[config.mk]
export PLATFORM = sky130hd
export DESIGN_NAME = lagline_serializer_flat
export DESIGN_NICKNAME = d
export VERILOG_FILES = /design/src/rtl/lagline_serializer_if.sv /design/src/rtl/lagline_serializer.sv /design/src/flat_wrapper.sv
export SDC_FILE = /design/constraint.sdc
export NUM_CORES = 1
export LEC_CHECK = 0
export BUFFER_PORTS_ARGS = -buffer_cell sky130_fd_sc_hd__buf_2
export CORE_UTILIZATION = 60
export CTS_BUF_LIST = sky130_fd_sc_hd__clkbuf_4 sky130_fd_sc_hd__clkbuf_8
export CTS_CLUSTER_DIAMETER = 30
export DETAILED_ROUTE_END_ITERATION = 16
export PLACE_DENSITY = 0.88
export SYNTH_ARGS = -nofsm -noshare
export SYNTH_HDL_FRONTEND = slang
export SYNTH_SLANG_ARGS = --single-unit
[constraint.sdc]
create_clock -name clock -period 12 [get_ports clock]
set_input_delay 2.4 -clock clock [delete_from_list [all_inputs] [get_ports clock]]
set_output_delay 2.4 -clock clock [all_outputs]
set_load 0.02 [all_outputs]
[src/rtl/lagline_serializer_if.sv]
// lagline_serializer_if: line-load, video-timing and pixel-output signals of the lag-display serializer
interface lagline_serializer_if #(parameter int LINE_BITS = 160);
  logic                 load;
  logic [LINE_BITS-1:0] line_in;
  logic [11:0]          counterX;
  logic                 line_active;
  logic [11:0]          h_start;
  logic [1:0]           h_scale;
  logic                 pixel_on;
  logic                 busy;
  modport master (output load, line_in, counterX, line_active, h_start, h_scale, input pixel_on, busy);
  modport slave  (input load, line_in, counterX, line_active, h_start, h_scale, output pixel_on, busy);
endinterface

[src/rtl/lagline_serializer.sv]
// lagline_serializer: shifts a captured glyph line out as a 1-bit pixel stream with replication; shadow buffer enabled by LAGLINE_DBUF_EN
module lagline_serializer #(
  parameter int LINE_BITS = 160
) (
  input logic              clock,
  input logic              reset,
  lagline_serializer_if.slave bus
);
  localparam int BW = $clog2(LINE_BITS + 1);
  typedef enum logic [1:0] {IDLE, SHIFT, DONE} state_t;
  state_t               r_state, w_state_nx;
  logic [LINE_BITS-1:0] r_shift, w_shift_nx, w_src;
  logic [BW-1:0]        r_bit, w_bit_nx;
  logic [2:0]           r_rep, w_rep_nx, w_rep_max;
  logic [1:0]           r_scale, w_scale_nx;
  logic                 r_pixel, w_pixel_nx, r_busy, w_busy_nx;
  logic                 w_start, w_abort, w_wrap, w_last, w_run;
`ifdef LAGLINE_DBUF_EN
  logic [LINE_BITS-1:0] r_shadow;
  // shadow buffer takes a new line whenever load strobes, independent of any run in flight
  always_ff @(posedge clock or posedge reset)
    if (reset) r_shadow <= '0;
    else if (bus.load) r_shadow <= bus.line_in;
  assign w_src = r_shadow;
`else
  logic w_unused_load;
  assign w_unused_load = bus.load;
  assign w_src = bus.line_in;
`endif
  assign w_start   = r_state == IDLE && bus.line_active && bus.counterX == bus.h_start;
  assign w_abort   = bus.counterX == 12'd0 || !bus.line_active;
  assign w_rep_max = ~(3'b111 << r_scale);
  assign w_wrap    = r_rep == w_rep_max;
  assign w_last    = w_wrap && r_bit == BW'(LINE_BITS - 1);
  assign w_run     = r_state == SHIFT && !w_abort && !w_last;
  // state register
  always_ff @(posedge clock or posedge reset)
    if (reset) r_state <= IDLE;
    else r_state <= w_state_nx;
  // next state: abort wins over completion in SHIFT; DONE waits for the line wrap
  always_comb begin
    w_state_nx = r_state;
    w_state_nx = (r_state == IDLE)  ? (w_start ? SHIFT : IDLE) :
                 (r_state == SHIFT) ? (w_abort ? IDLE : (w_last ? DONE : SHIFT)) :
                 (bus.counterX == 12'd0 ? IDLE : DONE);
  end
  // datapath and output next values; the pixel presented next is the MSB after this cycle's shift
  always_comb begin
    w_rep_nx   = w_start ? 3'd0 : (r_state == SHIFT) ? (w_wrap ? 3'd0 : r_rep + 3'd1) : r_rep;
    w_bit_nx   = w_start ? '0 : (r_state == SHIFT && w_wrap) ? r_bit + BW'(1) : r_bit;
    w_shift_nx = w_start ? w_src : (r_state == SHIFT && w_wrap) ? r_shift << 1 : r_shift;
    w_scale_nx = w_start ? bus.h_scale : r_scale;
    w_pixel_nx = w_start ? w_src[LINE_BITS-1] : (w_run ? w_shift_nx[LINE_BITS-1] : 1'b0);
    w_busy_nx  = w_start || w_run;
  end
  // datapath and registered outputs
  always_ff @(posedge clock or posedge reset)
    if (reset) begin
      r_shift <= '0;
      r_bit   <= '0;
      r_rep   <= '0;
      r_scale <= '0;
      r_pixel <= 1'b0;
      r_busy  <= 1'b0;
    end else begin
      r_shift <= w_shift_nx;
      r_bit   <= w_bit_nx;
      r_rep   <= w_rep_nx;
      r_scale <= w_scale_nx;
      r_pixel <= w_pixel_nx;
      r_busy  <= w_busy_nx;
    end
  assign bus.pixel_on = r_pixel;
  assign bus.busy     = r_busy;
endmodule

[src/flat_wrapper.sv]
// flat-port wrapper written by rule: the top's interface ports become plain ports
module lagline_serializer_flat 
#(
  parameter int LINE_BITS = 160
)
  (clock, reset, bus_load, bus_line_in, bus_counterX, bus_line_active, bus_h_start, bus_h_scale, bus_pixel_on, bus_busy);
  lagline_serializer_if #(.LINE_BITS(LINE_BITS)) bus_i ();
  input logic clock;
  input logic reset;
  input wire logic [$bits(bus_i.load)-1:0] bus_load;
  input wire logic [$bits(bus_i.line_in)-1:0] bus_line_in;
  input wire logic [$bits(bus_i.counterX)-1:0] bus_counterX;
  input wire logic [$bits(bus_i.line_active)-1:0] bus_line_active;
  input wire logic [$bits(bus_i.h_start)-1:0] bus_h_start;
  input wire logic [$bits(bus_i.h_scale)-1:0] bus_h_scale;
  output wire logic [$bits(bus_i.pixel_on)-1:0] bus_pixel_on;
  output wire logic [$bits(bus_i.busy)-1:0] bus_busy;
  assign bus_i.load = bus_load;
  assign bus_i.line_in = bus_line_in;
  assign bus_i.counterX = bus_counterX;
  assign bus_i.line_active = bus_line_active;
  assign bus_i.h_start = bus_h_start;
  assign bus_i.h_scale = bus_h_scale;
  assign bus_pixel_on = bus_i.pixel_on;
  assign bus_busy = bus_i.busy;
  lagline_serializer #(.LINE_BITS(LINE_BITS)) u_core (.clock(clock), .reset(reset), .bus(bus_i));
endmodule
==> qor.txt, run 1 <==
maximum vdd drop: 0.0000824 V
# setup viols final: 0
PwrDens: 117 mW/mm^2
worst path cell trace: buf_2, xor2_1, or4b_1, or4_4, buf_4, buf_4, a31oi_1
clock tree buffer depth: 2
WL met3: 1310 um
Mapped Nets: 1171
final hold violation count: 0
Layout Utilization: 71.3%
starting density of the core: 61.9%
Routed WL: 18300 um
CTS Sinks: 177
average size of a mapped cell: 8.41 sq um
Period Utilization, post-route: 45.3%
Worst-Skew Late Latency: 0.47 ns
count of state elements after synthesis: 177
Hold EP: u_core.r_bit[4]$_DFFE_PP0P_
min Tclk post-route: 5.43 ns
placer congestion estimate: 0.787
synth top area cells: dfrtp_1 54%, nand2_1 15%, a31oi_1 12%
CORE AREA: 0.0133 sq mm
largest net degree at the start of global routing: 119
root buffer cell: clkbuf_8
Synth Cell Area: 0.00823 sq mm
DR top layer: met4
# IOs: 192
hold_buf cts: 0
DIE WIDTH: 119 um
number of flops mapped to enable cells by yosys: 0
most frequent CP cell: buf_4
r2r worst-path depth: 5
Most used DFF post-synth: dfrtp_1
Worst Path Arrival: 5.71 ns
drc violations: 0
DP Worst Slack: 6.09 ns
sequential-to-total area share from yosys stat: 53.8%
hold slack: 0.486 ns
DIE AREA: 0.0142 sq mm
share of post-route cells with drive strength above 1: 20.6%
crit-path max FO: 118
post_cts resized: 0
Max Clock Skew: 0.0115 ns
number of global-route vias before repair: 6682
reg2reg setup slack: 8.37 ns
RSZ-0062 raised after global routing: no
reg2reg start: u_core.r_state[0]$_DFF_PP0_
status: complete, no violations
first-pass GRT wire length: 30800 um
Antenna Nets Post-Route: 0
DR iter-0 viols: 738
GRT Overall Usage: 27.3%
Async SR Flop Fraction: 100%
Inserted Clock Buffers: 17
fmax: 184 MHz
crit path capture type: register
dpl hpwl: 11400 um
hold_sp: u_core.r_bit[4]$_DFFE_PP0P_
library cells used by synthesis: 33
Relative slew margins: 22.1%
total gr overflow: 0
Critical Path Source Type: primary input
worst-margin pin slew: 1.17 ns
Critical Path Max Stage Delay: 0.93 ns
met2 wire len: 8400 um
hold path depth: 1
Avg WL per Cell: 14.0 um
share of the synthesized area in the top cell type: 53.8%
H-tree levels: 4
WP data required: 12.28 ns
Lkg Pwr: 4.59 nW
Final Power: 0.00111 W
TritonRoute pass-1 iters: 5
slowest stage cell, crit path: buf_4
final-stage net count: 1314
detailed-route vias per instance: 5.53
maxcap violations: 0
setup ws final: 6.57 ns
worst path bufs/invs: 3
Crit Path Class: in2reg
setup tns final: 0 ns
Post-CTS Setup Repair Bufs: 0
Reg2Reg Capture Point: u_core.r_shift[120]$_DFFE_PP0P_
CTS tree: yes
Rows: 42
WL met1: 8410 um
Reg clk slew, reported paths: 0.08 ns
Hold Crit Class: reg2reg
Synth area leader: dfrtp_1
die height: 119 um
Slew Limit Fails: 0
Post-Synthesis Cells: 979
Vias: 7246
IO buf count: 190
initial antenna violation count: 1
area delta synth->final: 15.2%
warning count from the yosys run: 0
Crit path max-delay family: buffers and inverters
## logic make-up after synthesis
kind of cell / count (synthesis) / share of synthesized area, %
flops: 177 / 53.8
xor+xnor: 15 / 1.60
mux: 2 / 0.243
simple gates: 529 / 25.1
buf+inv: 75 / 5.40
fa+ha+maj: 2 / 0.304
compound gates: 179 / 13.5
## state kept, by name (all words and copies together) (netlist names)
signal and cells:
u_core.r_shift 160, u_core.r_bit 8, u_core.r_rep 3, u_core.r_scale 2, u_core.r_state 2, u_core.bus.busy 1, u_core.bus.pixel_on 1
## Yosys cell counts, types with 2 or more instances
master    count
a21oi_1       9
a31oi_1     161
buf_1         2
buf_2        10
buf_6        20
clkbuf_1     41
dfrtp_1     177
ha_1          2
inv_1         2
mux2i_1       2
nand2_1     336
nand3_1       6
nand4_1       5
nand4b_1      2
nor2_1      163
nor4_1        4
o21ai_0       4
o31ai_1       2
or3_1         2
or4_1         3
xnor2_1      14
## layout by cell type, fill, tap and decap left out, types with 2 or more instances in the layout
master,netlist,final
or4_1,3,2
nand4_1,5,5
buf_2,10,190
nand2_1,336,336
clkbuf_8,0,19
mux2i_1,2,2
a21oi_1,9,8
a31oi_1,161,161
xnor2_1,14,14
buf_4,0,7
nand4b_1,2,2
o31ai_1,2,2
nor2_1,163,163
dfrtp_1,177,177
nand3_1,6,6
o21ai_0,4,4
or3_1,2,2
ha_1,2,2
bufinv_16,0,4
clkinv_2,0,5
nor4_1,4,3
## routing by layer
metal / track usage [%] / vias to the layer above
met3: 7.90 / 21
met5: 0 / -
met2: 41.5 / 226
li1: - / 3568
met1: 38.0 / 3431
met4: 8.31 / 0
## power breakdown
group | internal (W) | switching [W]
registers | 0.000601 | 0.00000351
logic | 0.0000287 | 0.0000281
clock network | 0.000237 | 0.000208
## layout make-up
type                       instances  area (sq um)
sequential                       177          4430
fill                            1072          3810
multi-input combinational        727          3390
timing repair buffer             197          1000
clock buffer                      20           269
tap                              176           220
clock inverter                    11           161
inverter                           2          12.5
antenna                            1          2.50
## worst max-delay path by stage
| stage | start | end | slack, ns | cells past startpoint |
|---|---|---|---|---|
| after floorplan | reset | u_core.bus.busy$_DFF_PP0_ | 4.80 | 1 |
| after global placement | bus_h_start[11] | u_core.r_shift[133]$_DFFE_PP0P_ | 6.20 | 7 |
| after detailed placement | bus_h_start[11] | u_core.r_shift[120]$_DFFE_PP0P_ | 6.09 | 7 |
| after CTS | bus_h_start[11] | u_core.r_shift[120]$_DFFE_PP0P_ | 6.57 | 7 |
| after global routing | bus_counterX[11] | u_core.r_shift[120]$_DFFE_PP0P_ | 6.22 | 7 |
| final | bus_h_start[11] | u_core.r_shift[120]$_DFFE_PP0P_ | 6.57 | 7 |
## stage by stage
stage / instances / cell area, sq um
finish: 1311 / 9480
global route: 1310 / 9480
CTS: 1310 / 9480
detailed placement: 1279 / 9050
global placement: 1279 / 9050
floorplan: 979 / 8230
No activity file was read; power rests on OpenSTA's default activity.
==> inputs of run 2 (changes only) <==
Settings changed: CORE_UTILIZATION 60 to 56, PLACE_DENSITY 0.88 to 0.83.
Clock period 12 ns to 5.6 ns, I/O delays scaled along.
==> run 2 against run 1 <==
Effect of this change: die area increased by 7.0%; first-iteration DRC count shrank 27%; clock power is 98% higher; register-to-register slack got worse by 5.6 ns; utilization is 4.0 points lower; wire length fell by 3.6%; worst setup slack lost 4.1 ns; cell count grew 0.23%; power up 110%; clock-buffer cell count up 8; sequential share of layout area about the same.
==> qor.txt, run 2 (synthesis results as in run 1) <==
Period Utilization, post-route: 56.8%
fmax: 314 MHz
Crit Path Class: in2reg
most frequent cells in the layout: 336 x nand2_1, 190 x buf_2, 177 x dfrtp_1, 163 x nor2_1, 161 x a31oi_1
initial antenna violation count: 3 (+2)
Reg clk slew, reported paths: 0.08 ns (about the same)
grt met1 use: 33.4% (-4.6 points)
# IOs: 192 (unchanged)
min Tclk post-route: 3.18 ns
Avg WL per Cell: 13.4 um (-3.8%)
IO buf count: 190 (unchanged)
detailed-route vias per instance: 5.45 (-1.5%)
Worst Path Arrival: 3.44 ns (-2.27 ns)
worst path cell trace: buf_2, xor2_1, or4b_1, or4_4, buf_12, nor2_1, a31oi_1
final-stage net count: 1314 (unchanged)
drc violations: 0 (unchanged)
crit path capture type: register
Relative slew margins: 15.0% (-7.0 points)
CORE AREA: 0.0141 sq mm (+6.0%)
Lkg Pwr: 4.59 nW (about the same)
starting density of the core: 58.4% (-3.5 points)
hold_buf cts: 0 (unchanged)
Max Clock Skew: 0.0105 ns (-0.00101 ns)
number of flip-flops in the largest register: 160 (unchanged)
Critical Path Max Stage Delay: 0.56 ns (-0.37 ns)
share of post-route cells with drive strength above 1: 20.6% (unchanged)
CTS Sinks: 177 (unchanged)
final hold violation count: 0 (unchanged)
first-pass GRT wire length: 29000 um (-6.0%)
Worst-Skew Late Latency: 0.45 ns (-0.02 ns)
Largest Register: u_core.r_shift
root buffer cell: clkbuf_8
number of global-route vias before repair: 6375 (-4.6%)
maxcap violations: 0 (unchanged)
total gr overflow: 0 (unchanged)
largest net degree at the start of global routing: 325 (+170%)
hold slack: 0.494 ns (+0.00855 ns)
status: complete, no violations
Rows: 43 (+2.4%)
WP data required: 5.86 ns (-6.42 ns)
Hold Crit Class: reg2reg
slowest stage cell, crit path: or4_4
Top Registers: u_core.r_shift: 160 flops, u_core.r_bit: 8 flops, u_core.r_rep: 3 flops
Post-CTS Setup Repair Bufs: 0 (unchanged)
hold path depth: 1 (unchanged)
dpl hpwl: 10900 um (-4.2%)
CTS tree: yes
# setup viols final: 0 (unchanged)
Final Power: 0.00230 W (+110%)
Inserted Clock Buffers: 17 (unchanged)
area delta synth->final: 15.3% (about the same)
maximum vdd drop: 0.000177 V (+120%)
layer with the highest usage: met2
worst-margin pin slew: 1.27 ns (+0.105 ns)
Routed WL: 17700 um (-3.6%)
Vias: 7157 (-1.2%)
crit-path max FO: 324 (+170%)
DIE AREA: 0.0152 sq mm (+7.0%)
r2r worst-path depth: 6 (+1)
post_cts resized: 0 (unchanged)
Antenna Nets Post-Route: 0 (unchanged)
DIE WIDTH: 123 um (+3.5%)
placer congestion estimate: 0.783 (-0.44%)
PwrDens: 242 mW/mm^2 (+110%)
placed insts: 1283 (+0.31%)
most common cell after layout, fill and taps aside: nand2_1
H-tree levels: 4 (unchanged)
Seq. cell area: 0.00443 sq mm (unchanged)
Slew Limit Fails: 0 (unchanged)
die height: 123 um (+3.5%)
TritonRoute pass-1 iters: 5 (unchanged)
# diodes: 0 (-1)
setup tns final: 0 ns (unchanged)
met3 Track Usage GR: 7.70% (-0.20 points)
GRT Overall Usage: 24.4% (-2.9 points)
grt met2 use: 36.3% (-5.2 points)
multi-input gate area in the final layout: 0.00339 sq mm (unchanged)
clock tree buffer depth: 2 (unchanged)
fillers: 1208 (+13%)
DR iter-0 viols: 542 (-27%)
RSZ-0062 raised after global routing: no
Critical Path Source Type: primary input
Layout Cells excl Fill: 1314 (+0.23%)
## run 2: final cells by class
class,count,share of cell area [%]
tap,180,2.37
clock inverter,3,0.448
timing repair buffer,197,10.8
clock buffer,28,3.86
sequential,177,46.7
multi-input combinational,727,35.7
inverter,2,0.119
## run 2: stage by stage
step	utilization (%)	cell area (sq um)	setup slack, ns
CTS	67.3	9490	2.62
detailed placement	64.4	9080	2.12
finish	67.3	9490	2.42
global placement	64.4	9080	2.15
global route	67.3	9490	2.40
floorplan	-	8230	2.21
## run 2: path summary, 6_finish.rpt
| check | endpoint | startpoint | slack (ns) |
|---|---|---|---|
| hold / removal | u_core.r_bit[4]$_DFFE_PP0P_ | u_core.r_bit[4]$_DFFE_PP0P_ | 0.49 |
| hold reg to reg | u_core.r_bit[4]$_DFFE_PP0P_ | u_core.r_bit[4]$_DFFE_PP0P_ | 0.49 |
| setup reg to reg | u_core.r_shift[91]$_DFFE_PP0P_ | u_core.r_rep[0]$_DFFE_PP0P_ | 2.74 |
| max in group asynchronous | u_core.r_shift[38]$_DFFE_PP0P_ | reset | 3.95 |
| setup / recovery | u_core.r_shift[147]$_DFFE_PP0P_ | bus_h_start[11] | 2.42 |
| min in group asynchronous | u_core.r_shift[76]$_DFFE_PP0P_ | reset | 0.89 |
## run 2: critical path: cells and delay by family
kind | cells | cell delay [ns]
xor+xnor | 1 | 0.15
simple gates | 3 | 1.41
compound gates | 1 | 0.07
buf+inv | 2 | 0.45
## run 2: metal layers
layer | up-vias | part of all wire (%)
met5 | - | 0.12
met4 | 4 | 1.3
met3 | 24 | 7.2
met2 | 200 | 44
met1 | 3369 | 47
li1 | 3560 | -
## run 2: where the power goes
part           internal [W]  switching [W]  total [W]
logic             0.0000625      0.0000598   0.000122
clock network      0.000460       0.000422   0.000882
registers           0.00129     0.00000726    0.00130
